### config.mk
export PLATFORM = sky130hd
export DESIGN_NAME = pc_stage_tracker
export DESIGN_NICKNAME = d
export VERILOG_FILES = /design/src/rtl/pc_tracker_pkg.sv /design/src/rtl/pc_deepest_match.sv /design/src/rtl/pc_stage_tracker.sv
export SDC_FILE = /design/constraint.sdc
export NUM_CORES = 1
export LEC_CHECK = 0
export ABC_CLOCK_PERIOD_IN_PS = 5600
export CORE_MARGIN = 10
export CORE_UTILIZATION = 58
export CTS_CLUSTER_SIZE = 16
export DETAILED_ROUTE_END_ITERATION = 16
export MAX_ROUTING_LAYER = met4
export PLACE_DENSITY = 0.84
export SLEW_MARGIN = 20
export SYNTH_ARGS = -nofsm -noshare
export SYNTH_HDL_FRONTEND = slang
export SYNTH_SLANG_ARGS = --single-unit
### constraint.sdc
create_clock -name clk -period 5.6 [get_ports clk]
set_input_delay 1.12 -clock clk [delete_from_list [all_inputs] [get_ports clk]]
set_output_delay 1.12 -clock clk [all_outputs]
set_load 0.01 [all_outputs]
### src/rtl/pc_tracker_pkg.sv
// rtl/pc_tracker_pkg.sv - stage index constants and state-width helper for the PC stage tracker
package pc_tracker_pkg;

  localparam int STG_NONE = 0;
  localparam int STG_ID   = 1;
  localparam int STG_EX   = 2;
  localparam int STG_MEM  = 3;
  localparam int STG_WB   = 4;

  function automatic int stateWidth(input int n);
    return $clog2(n + 1);
  endfunction

endpackage

### src/rtl/pc_deepest_match.sv
// rtl/pc_deepest_match.sv - combinational highest-set-bit index of a stage hit vector, 0 when empty
module pc_deepest_match
  import pc_tracker_pkg::*;
#(
  parameter int STAGES = 4,
  localparam int SW = stateWidth(STAGES)
) (
  input  logic [STAGES-1:0] hit,
  output logic [SW-1:0]     idx
);

  // Ascending scan: a later (deeper) hit overwrites a shallower one.
  always_comb begin
    idx = SW'(STG_NONE);
    for (int k = 0; k < STAGES; k++) begin
      if (hit[k]) idx = SW'(k + 1);
    end
  end

endmodule

### src/rtl/pc_stage_tracker.sv
// rtl/pc_stage_tracker.sv - per-stage valid-tagged PC copies with registered deepest-match lookup
module pc_stage_tracker
  import pc_tracker_pkg::*;
#(
  parameter int PC_W   = 8,
  parameter int STAGES = 4,
  parameter int CNT_W  = 4,
  localparam int SW    = stateWidth(STAGES)
) (
  input  logic              clk,
  input  logic              rst,
  input  logic              advance,
  input  logic              flush,
  input  logic [PC_W-1:0]   pc_in,
  input  logic              pc_in_valid,
  input  logic [PC_W-1:0]   query_pc,
  output logic [SW-1:0]     state,
  output logic [STAGES-1:0] hit_mask,
  output logic [CNT_W-1:0]  repeat_cnt
);

  logic [PC_W-1:0]   pcStage [1:STAGES];
  logic [STAGES:1]   vStage;
  logic [STAGES-1:0] hitNow;
  logic [SW-1:0]     deepNow;

  // Lookup runs on pre-edge storage so a freshly loaded PC is seen one cycle later.
  always_comb begin
    hitNow = '0;
    for (int k = 1; k <= STAGES; k++) begin
      hitNow[k-1] = vStage[k] && (pcStage[k] == query_pc);
    end
  end

  pc_deepest_match #(.STAGES(STAGES)) uDeepest (
    .hit (hitNow),
    .idx (deepNow)
  );

  always_ff @(posedge clk) begin
    if (rst) begin
      vStage     <= '0;
      state      <= '0;
      hit_mask   <= '0;
      repeat_cnt <= '0;
      for (int k = 1; k <= STAGES; k++) pcStage[k] <= '0;
    end else begin
      hit_mask <= hitNow;
      state    <= deepNow;
      if (deepNow != '0) begin
        repeat_cnt <= (repeat_cnt == {CNT_W{1'b1}}) ? repeat_cnt : repeat_cnt + 1'b1;
      end else begin
        repeat_cnt <= '0;
      end

      if (flush && advance) begin
        pcStage[1] <= pc_in;
        vStage[1]  <= pc_in_valid;
        for (int k = 2; k <= STAGES; k++) vStage[k] <= 1'b0;
      end else if (flush) begin
        vStage <= '0;
      end else if (advance) begin
        // Invalid stages still shift their PC; every compare is gated by the valid bit.
        for (int k = STAGES; k >= 2; k--) begin
          pcStage[k] <= pcStage[k-1];
          vStage[k]  <= vStage[k-1];
        end
        pcStage[1] <= pc_in;
        vStage[1]  <= pc_in_valid;
      end
    end
  end

endmodule

==> results.txt <==
The number of design-rule violations left by the first detailed-router iteration came out at 98. The growth of design area from synthesis to finish is 14.6%. The number of buffers added for setup after CTS is 0. The remaining antenna violation count after routing is 0. By count the netlist is led by sky130_fd_sc_hd__edfxtp_1, sky130_fd_sc_hd__xnor2_1, sky130_fd_sc_hd__and3_1. Ranked by total cell area, the synthesized netlist is headed by sky130_fd_sc_hd__edfxtp_1, sky130_fd_sc_hd__dfxtp_1, sky130_fd_sc_hd__xnor2_1. Synthesis produced a netlist with a net count of 201. The count of max-cap constraint violations is 0.

The met3 track demand over resource in global routing is 0.0389. The wire-length estimate of the detail-placed layout is 3.10 mm. The most instantiated flip-flop cell in the synthesis netlist is sky130_fd_sc_hd__edfxtp_1. The Yosys step of the flow raised 0 warnings. The total vias in the final route is about 1400. The largest buffer count on any clock path came out at 2. The met2 capacity usage during global routing came out at 0.217. The number of hold buffers added after cts came out at 0.

The number of sinks on the clock net came out at 46. In this run the horizontal extent of the chip is 82.5 um. Summed over all layers, the global routing overflow is 0.

The number of port buffers is 31. The number of H-tree levels is 2. The number of failing setup endpoints in the final timing report came out at 0. The ratio of cells with drive above 1 in the final layout is 0.104.

The total global routing track utilization is 0.132. STA classifies the critical path startpoint as an input port. The worst slew slack as a fraction of its limit came out at 0.398.

The final standard cell area without fillers is between 2000 and 3000 um^2. The number of register bits inferred by synthesis came out at 46. The critical path in this run is classified as input port to flop. The total inserted antenna cells came out at 0.

The time the worst path needs with I/O delays and setup is about 3.0 ns. The setup TNS came out at 0 ns. The wire length reported by the detailed router came out at approximately 4.2 mm.

The share of flip-flops with an asynchronous set or reset came out at 0. The largest clock skew in the final design came out at ~0.0059 ns. The flow ran to the end, and the final reports show no timing, DRC or antenna violations.

The final-layout worst hold slack is 0.523 ns. The number of distinct standard cells referenced by the synthesized netlist is 33. The per-cell via count in the routed design came out at 5.56. Total power for the finished layout comes to between 0.6 and 0.7 mW. The largest driver fanout on the critical path is 25. The total placed instance area is 2510 um^2. The setup slack on the worst flop-to-flop path is roughly 4 ns. Setup repair after global routing left no endpoint under its margin. The non-filler instance count after layout came out at 250. The starting density of the core is 0.609. The average detailed-routed wire length per instance came out at between 15 and 20 um. In this run the most used layer during global routing was met2.

The first detailed-routing pass ran for 4 iterations. The register area is 1240 um^2. The final estimated routing congestion in global placement is ~0.78. After clock tree synthesis, the clock-pin slew on the worst setup and hold paths is 0.08 ns. STA classifies the critical path endpoint as a flop. Counting the fill cells in the layout gives ~270.

For this run, the register share of the synthesized area comes to 0.548. STA puts the critical path data required time at about 5.5 ns. In the final design database the tool counted about 220 nets.

The max-slew violation count is 0. TritonCTS built the clock tree. The power density normalized to cell area came out at ~250 nW/um^2. The cell taking the most area after synthesis is sky130_fd_sc_hd__edfxtp_1. The number of resized instances in the post-cts repair step is 0. The synthesized area per cell is around 13 um^2. The worst-case IR drop observed on VDD is between 0.15 and 0.2 mV. The vertical die dimension is 82.5 um. During I/O placement, the number of pins put on the boundary was 32. The top-area cell type share of the netlist area is 0.425. The maximum number of pins on one net before global-route repair is 33. The overall die area is ~6800 um^2. The clock insertion delay at the later pin of the skew report is between 0.2 and 0.3 ns.

The actual slew at the worst max-slew pin is ~0.90 ns. The highest attainable clock frequency is ~0.33 GHz. The total CTS buffers came out at 5. The number of antenna violations at the first check in global routing was 0.

The global-route track usage on met1 is 0.149. The first-pass GRT wire length is 6.55 mm. Yosys mapped a number of flops with a built-in enable equal to 32. Clock tree synthesis selected as its root buffer the cell sky130_fd_sc_hd__clkbuf_8. Once placement completed, the tool counted placed cells totaling roughly 240.

The area taken by multi-input logic gates is 890 um^2. The path class of the tightest hold or removal check is flop to flop. The placeable core region is 3720 um^2. The fraction of the cycle the final worst path needs came out at 0.533. The via count of the first global-routing pass is ~1400.

The cell count after synthesis came out at between 150 and 200. The post-synthesis instance area came out at around 2300 um^2. After floorplanning, the core was divided into 22 placement rows. By instance count, the leading cell after synthesis is sky130_fd_sc_hd__edfxtp_1. The critical path data arrival time came out at about 2.9 ns. The final hold violation count is 0. In the routed design, unresolved DRC markers number 0. For this design the static power due to leakage is between 0.9 and 1 nW.
## final timing paths
path / start / end / cells after the start
max: flush / pcStage[0][16]$_SDFFCE_PN0P_ / 3
min: vStage[1]$_SDFFE_PP0P_ / hit_mask[0]$_SDFF_PP0_ / 2
max reg2reg: pcStage[0][30]$_SDFFCE_PN0P_ / repeat_cnt[3]$_SDFFE_PP0P_ / 5
min reg2reg: vStage[1]$_SDFFE_PP0P_ / hit_mask[0]$_SDFF_PP0_ / 2
## power breakdown
group          total, mW  leakage (nW)  switching, mW  internal [mW]
Combinational     0.0734         0.494         0.0358         0.0376
Clock              0.192        0.0426          0.106         0.0859
Sequential         0.390         0.456        0.00990          0.380
Total              0.656         0.993          0.152          0.504
## cell type report
| cell class | count | share of cell area |
|---|---|---|
| flip-flops and latches | 46 | 0.479 |
| clock buffers | 6 | 0.0280 |
| inverters | 1 | 0.00145 |
| well taps | 48 | 0.0232 |
| clock inverters | 2 | 0.00338 |
| multi-input cells | 115 | 0.343 |
| repair buffers | 32 | 0.123 |
## kinds of logic (layout without fill, tap and decap cells)
| family | count (synthesis) | in the layout | synth area share |
|---|---|---|---|
| adders and majority gates | 1 | 1 | 0.00553 |
| and+or+nand+nor | 72 | 72 | 0.210 |
| muxes | 4 | 4 | 0.0177 |
| buffers and inverters | 18 | 41 | 0.0586 |
| AOI/OAI and AO/OA | 5 | 5 | 0.0127 |
| xor gates and xnor gates | 33 | 33 | 0.148 |
| DFF | 46 | 46 | 0.548 |
## worst max-delay path: stages
cell and delay, ns:
sky130_fd_sc_hd__clkdlybuf4s50_1 0.47, sky130_fd_sc_hd__inv_1 0.49, sky130_fd_sc_hd__a21o_1 0.81
## sequential cells by signal (all words and copies together) (netlist names)
signal and cells:
repeat_cnt 4, state 3, vStage 4, hit_mask 3, pcStage 32
## through the flow
step	setup slack, ns	util
floorplan	3.01	-
global route	2.48	0.698
CTS	2.65	0.698
finish	2.61	0.698
detailed placement	2.34	0.676
global placement	2.45	0.676
## metal layers
metal  part of all wire  vias to the layer above
li1                   -                      674
met1               0.42                      661
met2               0.51                       52
met3              0.064                        4
met4              0.010                        0
met5                  0                        -
## layout by cell type (no fill, tap or decap)
| master | count |
|---|---|
| sky130_fd_sc_hd__a31oi_1 | 1 |
| sky130_fd_sc_hd__nor3b_1 | 2 |
| sky130_fd_sc_hd__nand4_2 | 1 |
| sky130_fd_sc_hd__mux2i_1 | 4 |
| sky130_fd_sc_hd__ha_1 | 1 |
| sky130_fd_sc_hd__nor4_2 | 1 |
| sky130_fd_sc_hd__nor4_4 | 1 |
| sky130_fd_sc_hd__and3_1 | 24 |
| sky130_fd_sc_hd__edfxtp_1 | 32 |
| sky130_fd_sc_hd__clkinv_1 | 1 |
| sky130_fd_sc_hd__clkbuf_8 | 5 |
| sky130_fd_sc_hd__clkinv_2 | 1 |
| sky130_fd_sc_hd__nand2_1 | 4 |
| sky130_fd_sc_hd__nand4_1 | 3 |
| sky130_fd_sc_hd__inv_1 | 1 |
| sky130_fd_sc_hd__nor3_1 | 8 |
| sky130_fd_sc_hd__xnor2_2 | 6 |
| sky130_fd_sc_hd__nor3_2 | 2 |
| sky130_fd_sc_hd__o21ai_0 | 1 |
| sky130_fd_sc_hd__buf_4 | 1 |
| sky130_fd_sc_hd__dfxtp_1 | 14 |
| sky130_fd_sc_hd__xnor2_1 | 27 |
| sky130_fd_sc_hd__a21o_1 | 1 |
| sky130_fd_sc_hd__nor3_4 | 2 |
| sky130_fd_sc_hd__a21oi_1 | 2 |
| sky130_fd_sc_hd__clkdlybuf4s50_1 | 31 |
| sky130_fd_sc_hd__nor2b_1 | 1 |
| sky130_fd_sc_hd__or3_1 | 1 |
| sky130_fd_sc_hd__clkbuf_1 | 1 |
| sky130_fd_sc_hd__nand3b_1 | 1 |
| sky130_fd_sc_hd__nand3_1 | 6 |
| sky130_fd_sc_hd__nor4_1 | 3 |
| sky130_fd_sc_hd__and2_1 | 8 |
| sky130_fd_sc_hd__nor2_1 | 3 |
| sky130_fd_sc_hd__or2_2 | 1 |
Power figures use the tool's default switching activity.
